==> config.mk <==
export PLATFORM = sky130hd
export DESIGN_NAME = calc_sequencer
export DESIGN_NICKNAME = d
export VERILOG_FILES = /design/src/rtl/calc_sequencer.sv
export SDC_FILE = /design/constraint.sdc
export NUM_CORES = 1
export LEC_CHECK = 0
export ABC_CLOCK_PERIOD_IN_PS = 15130
export BUFFER_PORTS_ARGS = -buffer_cell sky130_fd_sc_hd__buf_2
export CORE_MARGIN = 4
export CORE_UTILIZATION = 55
export DETAILED_ROUTE_END_ITERATION = 6
export HOLD_SLACK_MARGIN = 0.03
export PLACE_DENSITY_LB_ADDON = 0.25
export SLEW_MARGIN = 20
export SYNTH_ARGS = -nofsm -noshare
export SYNTH_HDL_FRONTEND = slang
export SYNTH_SLANG_ARGS = --single-unit
==> constraint.sdc <==
create_clock -name clk -period 15.13 [get_ports clk]
set_input_delay 2.2695 -clock clk [delete_from_list [all_inputs] [get_ports clk]]
set_output_delay 2.2695 -clock clk [all_outputs]
set_load 0.01 [all_outputs]
==> src/rtl/calc_sequencer.sv <==
// Calculator sequencer: keypad handshake intake, decimal operand entry, ALU start/done sequencing.
// Optional EXEC watchdog enabled by defining CALC_TIMEOUT_EN.
module calc_sequencer #(
  parameter int DATA_W      = 16,
  parameter int ALU_TIMEOUT = 255
) (
  input  logic              clk,
  input  logic              RST,
  input  logic              KeyRdy,
  output logic              KeyRd,
  input  logic [3:0]        keypad_input,
  input  logic [2:0]        operator_input,
  input  logic              equal_input,
  output logic              alu_start,
  output logic [2:0]        alu_op,
  output logic [DATA_W-1:0] alu_a,
  output logic [DATA_W-1:0] alu_b,
  input  logic              alu_done,
  input  logic [DATA_W-1:0] alu_result,
  input  logic              alu_ovf,
  output logic [DATA_W-1:0] display_value,
  output logic              error
);

  typedef enum logic [2:0] {ENTER_A, OP_WAIT, ENTER_B, EXEC, RESULT, ERROR} state_t;

  localparam logic [2:0] OP_DIV   = 3'b100;
  localparam logic [2:0] OP_CLEAR = 3'b111;
  localparam int EW   = DATA_W + 4;
  localparam int WD_W = ($clog2(ALU_TIMEOUT + 1) > 8) ? $clog2(ALU_TIMEOUT + 1) : 8;
  localparam logic [EW-1:0] OPND_MAX = {5'b0, {(DATA_W-1){1'b1}}};

  state_t            state_q, state_n;
  logic [DATA_W-1:0] a_q, a_n, b_q, b_n;
  logic [2:0]        op_q, op_n, chain_op_q, chain_op_n;
  logic              chain_q, chain_n, launched_q, launched_n;
  logic              key_rd_q, key_eq_q;
  logic [2:0]        key_op_q;
  logic [3:0]        key_dig_q;
  logic              alu_start_q, alu_start_n;
  logic [2:0]        alu_op_q, alu_op_n;
  logic [DATA_W-1:0] alu_a_q, alu_a_n, alu_b_q, alu_b_n;
  logic [DATA_W-1:0] disp_q, disp_n;
  logic              err_q, err_n, to_err;
  logic [WD_W-1:0]   wdog_q, wdog_n;

  logic              is_clear, is_op, is_dig, is_eq, fits;
  logic [EW-1:0]     entry;

  assign is_eq    = key_rd_q && key_eq_q;
  assign is_clear = key_rd_q && !key_eq_q && (key_op_q == OP_CLEAR);
  assign is_op    = key_rd_q && !key_eq_q && (key_op_q inside {3'b001, 3'b010, 3'b011, 3'b100});
  assign is_dig   = key_rd_q && !key_eq_q && (key_op_q == 3'b000) && (key_dig_q <= 4'd9);

  // Digit append on whichever operand is being typed; wide enough that overflow can be detected.
  assign entry = {4'b0, (state_q == ENTER_B) ? b_q : a_q} * EW'(10) + EW'(key_dig_q);
  assign fits  = (entry <= OPND_MAX);

  always_comb begin
    state_n     = state_q;
    a_n         = a_q;
    b_n         = b_q;
    op_n        = op_q;
    chain_n     = chain_q;
    chain_op_n  = chain_op_q;
    launched_n  = launched_q;
    alu_start_n = 1'b0;
    alu_op_n    = alu_op_q;
    alu_a_n     = alu_a_q;
    alu_b_n     = alu_b_q;
    disp_n      = disp_q;
    err_n       = err_q;
    wdog_n      = wdog_q;
    to_err      = 1'b0;
    if (is_clear && state_q != EXEC) begin
      state_n    = ENTER_A;
      a_n        = '0;
      b_n        = '0;
      op_n       = '0;
      chain_n    = 1'b0;
      chain_op_n = '0;
      launched_n = 1'b0;
      alu_op_n   = '0;
      alu_a_n    = '0;
      alu_b_n    = '0;
      disp_n     = '0;
      err_n      = 1'b0;
      wdog_n     = '0;
    end else begin
      case (state_q)
        ENTER_A: begin
          if (is_op) begin
            op_n    = key_op_q;
            state_n = OP_WAIT;
          end else if (is_dig && fits) begin
            a_n    = entry[DATA_W-1:0];
            disp_n = entry[DATA_W-1:0];
          end
        end
        OP_WAIT: begin
          if (is_op) begin
            op_n = key_op_q;
          end else if (is_dig) begin
            b_n     = DATA_W'(key_dig_q);
            disp_n  = DATA_W'(key_dig_q);
            state_n = ENTER_B;
          end
        end
        ENTER_B: begin
          if (is_eq || is_op) begin
            chain_n    = is_op;
            chain_op_n = key_op_q;
            launched_n = 1'b0;
            wdog_n     = '0;
            state_n    = EXEC;
          end else if (is_dig && fits) begin
            b_n    = entry[DATA_W-1:0];
            disp_n = entry[DATA_W-1:0];
          end
        end
        EXEC: begin
          if (!launched_q) begin
            if (op_q == OP_DIV && b_q == '0) begin
              to_err = 1'b1;
            end else begin
              alu_start_n = 1'b1;
              alu_op_n    = op_q;
              alu_a_n     = a_q;
              alu_b_n     = b_q;
              launched_n  = 1'b1;
            end
          end else if (!alu_start_q) begin
            // alu_done coincident with the start pulse is not a completion
            if (alu_done) begin
              if (alu_ovf) begin
                to_err = 1'b1;
              end else begin
                a_n        = alu_result;
                disp_n     = alu_result;
                launched_n = 1'b0;
                chain_n    = 1'b0;
                if (chain_q) begin
                  op_n    = chain_op_q;
                  state_n = OP_WAIT;
                end else begin
                  state_n = RESULT;
                end
              end
            end else begin
              if (wdog_q != WD_W'(ALU_TIMEOUT)) wdog_n = wdog_q + 1'b1;
`ifdef CALC_TIMEOUT_EN
              if (wdog_q + 1'b1 == WD_W'(ALU_TIMEOUT)) to_err = 1'b1;
`endif
            end
          end
        end
        RESULT: begin
          if (is_op) begin
            op_n    = key_op_q;
            state_n = OP_WAIT;
          end else if (is_dig) begin
            a_n     = DATA_W'(key_dig_q);
            disp_n  = DATA_W'(key_dig_q);
            state_n = ENTER_A;
          end
        end
        default: ;
      endcase
    end
    if (to_err) begin
      state_n    = ERROR;
      err_n      = 1'b1;
      disp_n     = '0;
      launched_n = 1'b0;
    end
  end

  always_ff @(posedge clk) begin
    if (RST) begin
      state_q     <= ENTER_A;
      a_q         <= '0;
      b_q         <= '0;
      op_q        <= '0;
      chain_q     <= 1'b0;
      chain_op_q  <= '0;
      launched_q  <= 1'b0;
      key_rd_q    <= 1'b0;
      key_eq_q    <= 1'b0;
      key_op_q    <= '0;
      key_dig_q   <= '0;
      alu_start_q <= 1'b0;
      alu_op_q    <= '0;
      alu_a_q     <= '0;
      alu_b_q     <= '0;
      disp_q      <= '0;
      err_q       <= 1'b0;
      wdog_q      <= '0;
    end else begin
      state_q     <= state_n;
      a_q         <= a_n;
      b_q         <= b_n;
      op_q        <= op_n;
      chain_q     <= chain_n;
      chain_op_q  <= chain_op_n;
      launched_q  <= launched_n;
      alu_start_q <= alu_start_n;
      alu_op_q    <= alu_op_n;
      alu_a_q     <= alu_a_n;
      alu_b_q     <= alu_b_n;
      disp_q      <= disp_n;
      err_q       <= err_n;
      wdog_q      <= wdog_n;
      key_rd_q    <= KeyRdy && !key_rd_q && (state_q != EXEC);
      if (KeyRdy && !key_rd_q && (state_q != EXEC)) begin
        key_eq_q  <= equal_input;
        key_op_q  <= operator_input;
        key_dig_q <= keypad_input;
      end
    end
  end

  assign KeyRd         = key_rd_q;
  assign alu_start     = alu_start_q;
  assign alu_op        = alu_op_q;
  assign alu_a         = alu_a_q;
  assign alu_b         = alu_b_q;
  assign display_value = disp_q;
  assign error         = err_q;

endmodule

==> results.yml, run 1 <==
finish:
  finalInstanceArea_mm2: 0.007089
  antennaDiodeCount: 0
  post-route-util_pct: 62.09
  area_growth_pct: 10.08
  drive_gt1_share_pct: 13.40
  final_net_count: 943
logic_synthesis:
  ys_seq_area_share_pct: 32.64
  postSynthCellCount: 843
  synth_compound_area_share_pct: 22.01
  yosys_warnings: 0
  muxShareOfSynthArea_pct: 6.839
  synth_top_area_share_pct: 32.64
  synth_top_family_by_area: "simple AND/OR/NAND/NOR gates"
  synth-edff-count: 0
  synth_xor_area_share_pct: 2.856
  ys.flop_type: "dfxtp_1"
  ys_top_cells_by_area: "dfxtp_1 33%, nand2_1 12%, mux2i_1 6.8%"
  syn_area_mm2: 0.006440
  synth_top_area_cell: "dfxtp_1"
  yosys.area_share.simple_pct: 24.48
  synth_cell_type_count: 73
  syn_nets: 903
  ys_ff_latch: 105
  async_reset_ff_share_pct: 0
  synth_fa_ha_area_share_pct: 6.256
  synth.avg_cell_area_um2: 7.639
setup_path:
  path_cells: "inv_1, and3_2, a21o_1, ha_1, ha_1, fa_1, a21o_2, a221oi_4, xnor2_1, nand4_1, nor4_2, xnor2_1, a31oi_2, nor4_4, or2_1, o21ai_0"
  cp_max_fo: 34
  end_kind: "flip-flop"
  reg2regPathDepth: 16
  worstSetupPathType: "reg2reg"
  slowest_stage: "dfxtp_1"
  critPathRequiredTime_ns: 15.34
  worstReg2RegStart: "state_q[2]"
  rrSetupSlack_ns: 8.52
  crit_path_start_kind: "flip-flop"
  cp.arrival_ns: 6.81
  worstReg2RegEnd: "a_q[15]"
  max_stage_delay_ns: 0.90
clocking:
  ctsResizeCount: 0
  postCtsSetupRepairBufs: 0
  holdBufCountCts: 0
  cts.clk_slew.worst_paths_ns: 0.07
  htree_levels: 3
  numCtsBuffers: 9
  clock-root-buffer: "clkbuf_16"
  clk_path_buf_depth: 2
  cts_num_sinks: 105
  clk_latency_ns: 0.35
  cts_tree: "done"
timing:
  worst_pin_slew_ns: 1.082
  fin_tns_setup_ns: 0
  timing.hold.ws_ns: 0.4526
  finalHoldViolCount: 0
  max_slew_margin_pct: 27.89
  fmax_mhz: 151.4
  setup_viol: 0
  layout_min_cycle_time_ns: 6.606
  finalMaxSlewViolations: 0
  grt_setup_unrepaired: "false"
  skew_ns: 0.008107
  timing.final.crit_share_pct: 43.66
placement:
  dpl_cell_area_mm2: 0.006794
  numPortBuffers: 82
  gp_congestion: 0.9449
  hpwl_um: 14390
power_and_ir_drop:
  p_per_area_mw_per_mm2: 82.58
  p_leak_nw: 3.133
  power.total_mw: 0.5854
  vdd_drop_max_uv: 111.7
route:
  dr_wl_met2_um: 8541
  wl_per_cell_um: 18.18
  wirelength_um: 18740
  drtAntennaViolNets: 0
  wl_met1_um: 8127
  drc: 0
  route.met3.wl_um: 1327
  vias: 6310
  viasPerCell: 6.120
  dr.pass1.iters: 7
  topRoutingLayerUsed: "met4"
  first_iter_violations: 484
floorplan:
  ios: 83
  die_h_um: 116.2
  row_count: 39
  start_util_pct: 56.40
  die-width_um: 116.2
  core_area_mm2: 0.01142
  die-area_mm2: 0.01350
grt:
  grt_pass1_vias: 5774
  grt_max_degree: 57
  groute.usage.overall_pct: 27.69
  antenna_found_initial: 0
  grt_pass1_wl_um: 29280
  grt-ovfl-total: 0
worst_hold_path:
  min_path_type: "reg2reg"
  whs_path_depth: 2
  min_to: "alu_a[4]"
  worstHoldStart: "alu_a[4]"
run_status:
  status: "finished clean"
run:
  cap_violations: 0
==> synth_stat cells, drive strengths merged, types with 9 or more instances <==
master	number
nand2	198
dfxtp	105
a21oi	68
nor2	59
o21ai	52
mux2i	44
clkbuf	42
ha	29
nand3	20
inv	18
xnor2	14
a21o	13
and3	12
buf	12
o211ai	11
nor3	10
nor4	9
o21a	9
==> report_power, final <==
group / switching [mW] / total (mW) / internal [mW]
registers: 0.00651 / 0.287 / 0.280
clock network: 0.109 / 0.229 / 0.119
logic: 0.0446 / 0.0697 / 0.0251
total: 0.161 / 0.585 / 0.425
==> metal layers <==
layer | track usage [%] | up-vias
met2 | 44.42 | 252
met1 | 36.58 | 2976
li1 | - | 3040
met5 | 0 | -
met3 | 4.715 | 42
met4 | 12.61 | 0
==> through the flow <==
stage | instances | setup slack, ns
floorplan | 843 | 9.803
global placement | 1015 | 8.659
detailed placement | 1015 | 8.459
CTS | 1031 | 8.451
global route | 1031 | 8.094
finish | 1031 | 8.524
==> flip-flops by register name, summed over array words and instances, names as in the netlist <==
signal,count
alu_start,1
chain_op_q,3
state_q,3
alu_op,3
error,1
key_dig_q,4
a_q,16
b_q,16
alu_b,16
key_op_q,3
op_q,3
key_eq_q,1
chain_q,1
display_value,16
KeyRd,1
launched_q,1
alu_a,16
==> layout by cell type, fill, tap and decap left out, drive strengths merged, types with 6 or more instances in the layout <==
cell type,synthesis,routed
nor4,9,9
inv,18,21
o211ai,11,11
mux2i,44,44
and3,12,12
nor3,10,10
o22ai,8,8
nand3,20,20
a21oi,68,68
a22oi,7,7
xor2,7,7
nand2b,8,8
nand2,198,198
buf,12,83
clkbuf,42,11
dfxtp,105,105
nor2,59,59
a21o,13,13
xnor2,14,14
a211oi,6,6
ha,29,29
o21ai,52,52
o21a,9,9
==> cell type report <==
cell class,count,area (µm²)
fillers,1049,4329
multi-input cells,665,4029
flip-flops and latches,105,2102
repair buffers,83,417.9
clock buffers,11,242.7
well taps,143,178.9
inverters,19,71.32
clock inverters,5,47.55
==> critical path: cells and delay by family (launching register included) <==
kind / cells / cell delay, ns
XOR/XNOR: 2 / 0.43
flip-flops: 1 / 0.90
AND/OR/NAND/NOR: 5 / 2.50
AO/OA/AOI/OAI: 5 / 1.24
buffers and inverters: 1 / 0.45
adder cells (fa/ha/maj): 3 / 0.93
==> worst max-delay path by stage <==
stage | from | to | slack (ns) | cells past startpoint
2_1_floorplan | state_q[2] | a_q[10] | 9.80 | 23
3_3_place_gp | state_q[2] | a_q[2] | 8.66 | 17
3_5_place_dp | state_q[2] | a_q[15] | 8.46 | 17
4_1_cts | state_q[2] | a_q[15] | 8.45 | 17
5_1_grt | state_q[2] | a_q[15] | 8.09 | 17
6_report | state_q[2] | a_q[15] | 8.52 | 16
==> logic make-up after synthesis <==
kind of cell / after synthesis
adders and majority gates: 31
buffers and inverters: 73
xor gates and xnor gates: 21
AOI/OAI and AO/OA: 218
and+or+nand+nor: 351
DFF: 105
muxes: 44
Power figures use the tool's default switching activity.
==> run 2, diff against run 1 <==
- ABC_AREA: not set -> 1
- ABC_CLOCK_PERIOD_IN_PS: 15130 -> 5500
- CORE_UTILIZATION: 55 -> 53
- clock period: 15.13 -> 5.5 ns (I/O delays scaled with it)
==> results.yml, run 2 <==
run_status:
  status: "finished clean"
power_and_ir_drop:
  p_int_mw: 2.012
  combPwrFrac_pct: 55.3
  p_per_area_mw_per_mm2: 518.7
  power.share.clock_pct: 17.9
  netSwitchingPower_mw: 1.814
  seq_power_share_pct: 26.8
  swShare_pct: 47.42
  p_leak_nw: 3.724
  vdd_drop_max_uv: 240.8
clocking:
  cts_num_sinks: 105
  clock-root-buffer: "clkbuf_16"
  clk_latency_ns: 0.35
  holdBufCountCts: 0
  postCtsSetupRepairBufs: 0
  clk_path_buf_depth: 2
  numCtsBuffers: 9
  cts_tree: "done"
  ctsResizeCount: 0
  cts.clk_slew.worst_paths_ns: 0.07
  htree_levels: 3
floorplan:
  start_util_pct: 54.19
  die-area_mm2: 0.01417
  core_area_mm2: 0.01206
  die_h_um: 119.1
  die-width_um: 119.1
  row_count: 40
  ios: 83
logic_synthesis:
  yosys_warnings: 0
  synth_fa_ha_area_share_pct: 6.164
  muxShareOfSynthArea_pct: 0
  synth_cell_type_count: 44
  synth_common_cells: "242 x nand2_1, 185 x nor2_1, 118 x inv_1"
  ys_top_cells_by_area: "dfxtp_1 32%, nand2_1 14%, nor2_1 11%"
  synth_top_area_cell: "dfxtp_1"
  async_reset_ff_share_pct: 0
  synth.avg_cell_area_um2: 6.358
  synth-edff-count: 0
  syn_area_mm2: 0.006536
  synth_most_common_cell: "nand2_1"
  ys_ff_latch: 105
  postSynthCellCount: 1028
  ys_seq_area_share_pct: 32.16
  synth_compound_area_share_pct: 13.73
  yosys.area_share.simple_pct: 36.66
  synth_xor_area_share_pct: 1.455
  syn_nets: 1088
  ys.flop_type: "dfxtp_1"
  synth_top_area_share_pct: 32.16
  synth_top_family_by_area: "simple AND/OR/NAND/NOR gates"
finish:
  final_net_count: 1150
  fillers: 1182
  mostFrequentLayoutCells: "242 x nand2_1, 184 x nor2_1, 118 x inv_1"
  stdcell_count: 1263
  drive_gt1_share_pct: 13.52
  layout_commonest_cell: "nand2_1"
  antennaDiodeCount: 0
  area_growth_pct: 12.86
grt:
  grt-ovfl-total: 0
  groute.usage.overall_pct: 25.62
  grt_pass1_vias: 5904
  antenna_found_initial: 0
  grt_max_degree: 77
  grt_pass1_wl_um: 29500
setup_path:
  crit_path_start_kind: "flip-flop"
  critPathRequiredTime_ns: 5.79
  worstSetupPathType: "reg2reg"
  cp_max_fo: 25
  cp.arrival_ns: 5.11
  end_kind: "flip-flop"
timing:
  max_slew_margin_pct: 26.03
  timing.final.crit_share_pct: 87.74
  fmax_mhz: 207.2
  layout_min_cycle_time_ns: 4.826
  setup_viol: 0
  skew_ns: 0.008590
  timing.hold.ws_ns: 0.4710
  grt_setup_unrepaired: "false"
  fin_tns_setup_ns: 0
  worst_pin_slew_ns: 1.105
  finalHoldViolCount: 0
  finalMaxSlewViolations: 0
route:
  vias: 6644
  dr.pass1.iters: 6
  wirelength_um: 18320
  drtAntennaViolNets: 0
  drc: 0
  first_iter_violations: 577
  wl_per_cell_um: 14.51
  viasPerCell: 5.260
placement:
  gp_congestion: 1.007
  numPortBuffers: 82
  place_inst: 1247
  hpwl_um: 14410
worst_hold_path:
  min_path_type: "reg2reg"
run:
  cap_violations: 0
[run 2: changes by cell type in the layout (fill, tap and decap cells not counted), moves of 14 or more]
cell,before,now
nor2_1,58,184
inv_1,18,118
o21ai_1,14,0
mux2i_1,44,0
nand2_1,197,242
o21ai_0,38,83
a21oi_1,67,53
nand3_1,20,67
[run 2: path summary, 6_finish.rpt]
kind / start / to / slack [ns] / cells past startpoint
worst max-delay path: state_q[2] / a_q[10] / 0.67 / 21
worst min-delay path: b_q[9] / b_q[9] / 0.47 / 2
worst max register to register: state_q[2] / a_q[10] / 0.67 / 21
worst min register to register: b_q[9] / b_q[9] / 0.47 / 2
[run 2: power by group through the flow]
stage                     sequential (mW)  clock (mW)  combinational, mW
after CTS                            1.02       0.696               2.08
after floorplan                      1.04           0               1.57
final                                1.03       0.685               2.11
after global placement               1.04           0               2.06
after global routing                 1.04       0.730               2.37
after detailed placement             1.04           0               2.07
[run 2: per-layer routing]
metal	vias up	track usage [%]	routed length, µm
met4	0	8.038	501
met3	37	3.941	1276
met2	273	40.27	8096
met5	-	0	0
met1	2914	36.13	8449
li1	3420	-	-
[run 2: critical path, cell delays in order (launching register included)]
cell and delay, ns:
dfxtp_1 0.37, nor2_2 0.16, nand2_1 0.21, buf_4 0.28
o21ai_0 0.46, ha_1 0.33, ha_1 0.38, nand2_1 0.11
nor2_1 0.25, nand3_1 0.18, nand3_1 0.12, nand2_1 0.05
nand2_1 0.12, nand2_2 0.12, nor2_1 0.19, nand4_1 0.12
a21oi_2 0.21, nand2_4 0.11, nand2_1 0.48, buf_4 0.28
a21oi_1 0.10, nor2_1 0.12
[run 2: cell type report]
cell class                 instances  area (µm²)  share of cell area, %
inverter                         122       457.9                  6.208
timing repair buffer              91       478.0                  6.479
multi-input combinational        761        3805                  51.58
tap                              168       210.2                  2.849
clock inverter                     6       85.08                  1.153
clock buffer                      10       239.0                  3.239
sequential                       105        2102                  28.49
[run 2: kinds of logic (layout without fill, tap and decap cells)]
| group | after synthesis | count (layout) |
|---|---|---|
| flip-flops | 105 | 105 |
| buffers and inverters | 162 | 229 |
| AND/OR/NAND/NOR | 557 | 557 |
| XOR/XNOR | 10 | 10 |
| AO/OA/AOI/OAI | 163 | 163 |
| adder cells (fa/ha/maj) | 31 | 31 |
[run 2: stage by stage]
stage          worst slack (ns)  util [%]  total power [mW]  cell area [µm²]
6_report                 0.6741     61.16             3.826             7377
3_3_place_gp             0.8423     58.48             3.100             7053
4_1_cts                  0.7178     61.16             3.803             7377
2_1_floorplan             1.324         -             2.604             6536
5_1_grt                  0.1669     61.16             4.150             7377
3_5_place_dp             0.7492     58.48             3.111             7053
==> run 3, diff against run 2 <==
- MAX_ROUTING_LAYER: not set -> met4
- RECOVER_POWER: not set -> 100
==> results.yml, run 3 (synthesized netlist as in run 2, its figures left out) <==
run_status:
  status: "finished with violations"
  violations: "capacitance limit, slew limit"
finish:
  stdcell_count: 1264
  fillers: 1221
  mostFrequentLayoutCells: "244 x nand2_1, 186 x nor2_1, 118 x inv_1"
  area_growth_pct: 11.66
  antennaDiodeCount: 0
  multi_input_area_mm2: 0.003776
  drive_gt1_share_pct: 8.029
  layout_commonest_cell: "nand2_1"
  final_net_count: 1151
  finalInstanceArea_mm2: 0.007298
  final-seq-area_mm2: 0.002102
grt:
  grt_pass1_vias: 6111
  grt-ovfl-total: 0
  grt_max_degree: 76
  antenna_found_initial: 0
  grt_pass1_wl_um: 30390
  groute.usage.overall_pct: 26.99
route:
  wl_per_cell_um: 14.76
  vias: 6674
  wirelength_um: 18660
  dr.pass1.iters: 7
  first_iter_violations: 468
  viasPerCell: 5.280
  drc: 0
  drtAntennaViolNets: 0
placement:
  dpl_cell_area_mm2: 0.007061
  gp_congestion: 0.9905
  place_worst_setup_slack_ns: 0.7143
  numPortBuffers: 82
  place_inst: 1248
  hpwl_um: 14690
power_and_ir_drop:
  vdd_drop_max_uv: 248.7
  p_per_area_mw_per_mm2: 527.3
  p_leak_nw: 3.495
  power.total_mw: 3.848
timing:
  finalHoldViolCount: 0
  setup_viol: 0
  worst_pin_slew_ns: 2.733
  fin_tns_setup_ns: 0
  timing.final.crit_share_pct: 88.34
  fmax_mhz: 205.8
  skew_ns: 0.006762
  worst_slack_ns: 0.6410
  finalMaxSlewViolations: 76
  layout_min_cycle_time_ns: 4.859
  grt_setup_unrepaired: "false"
  max_slew_margin_pct: -82.21
floorplan:
  ios: 83
  die-area_mm2: 0.01417
  row_count: 40
  die-width_um: 119.1
  die_h_um: 119.1
  core_area_mm2: 0.01206
  start_util_pct: 54.19
clocking:
  cts_num_sinks: 105
  clk_path_buf_depth: 2
  clock-root-buffer: "clkbuf_16"
  cts_tree: "done"
  htree_levels: 3
  clk_latency_ns: 0.35
  postCtsSetupRepairBufs: 0
  cts.clk_slew.worst_paths_ns: 0.07
  numCtsBuffers: 9
  holdBufCountCts: 0
  ctsResizeCount: 0
setup_path:
  slowest_stage: "fa_1"
  crit_path_start_kind: "flip-flop"
  cp.arrival_ns: 5.14
  crit_family: "simple AND/OR/NAND/NOR gates"
  max_stage_delay_ns: 0.56
  path_buf_inv: 1
  cp_max_fo: 17
  path_common_cell: "nand2_1"
  critPathRequiredTime_ns: 5.78
  end_kind: "flip-flop"
  rrSetupSlack_ns: 0.64
  worstSetupPathType: "reg2reg"
worst_hold_path:
  min_path_type: "reg2reg"
run:
  cap_violations: 1
-- run 3: cell count changes in the layout (fill, tap and decap cells not counted), sizes merged --
| cell | before | now |
|---|---|---|
| buf | 91 | 35 |
| clkbuf | 10 | 66 |
| bufinv | 1 | 2 |
-- run 3: per-layer routing --
| metal | GRT usage [%] | vias to the layer above | share of wire [%] |
|---|---|---|---|
| li1 | - | 3425 | - |
| met3 | 4.511 | 32 | 6.8 |
| met5 | - | - | 0 |
| met1 | 36.51 | 2984 | 46 |
| met4 | 7.169 | 0 | 2.3 |
| met2 | 42.03 | 233 | 45 |
-- run 3: per-stage QoR --
stage                     hold WS [ns]  utilization, %
final                           0.4722           60.51
after global routing            0.4940           60.51
after CTS                       0.4739           61.40
after detailed placement        0.4571           58.54
after global placement          0.4401           58.54
after floorplan                 0.4394               -
-- run 3: worst min-delay path, cell delays in order, from the launching register on --
cell	delay, ns
dfxtp_1	0.33
nor2_1	0.05
nor2_1	0.06
-- run 3: worst paths after layout --
check	start	endpoint	depth (start not counted)
hold reg to reg	b_q[14]	b_q[14]	2
hold / removal	b_q[14]	b_q[14]	2
setup reg to reg	state_q[1]	display_value[10]	25
setup / recovery	state_q[1]	display_value[10]	25
-- run 3: area by class of cell --
type                       instances  area share, %
multi-input combinational        761          51.74
sequential                       105          28.80
inverter                         122          6.275
timing repair buffer              92          5.572
clock buffer                       9          3.086
tap                              168          2.880
clock inverter                     7          1.646
-- run 3: report_power, final --
| part | switching [mW] | internal (mW) | total [mW] |
|---|---|---|---|
| logic | 1.40 | 0.694 | 2.10 |
| clock network | 0.311 | 0.414 | 0.725 |
| registers | 0.113 | 0.915 | 1.03 |
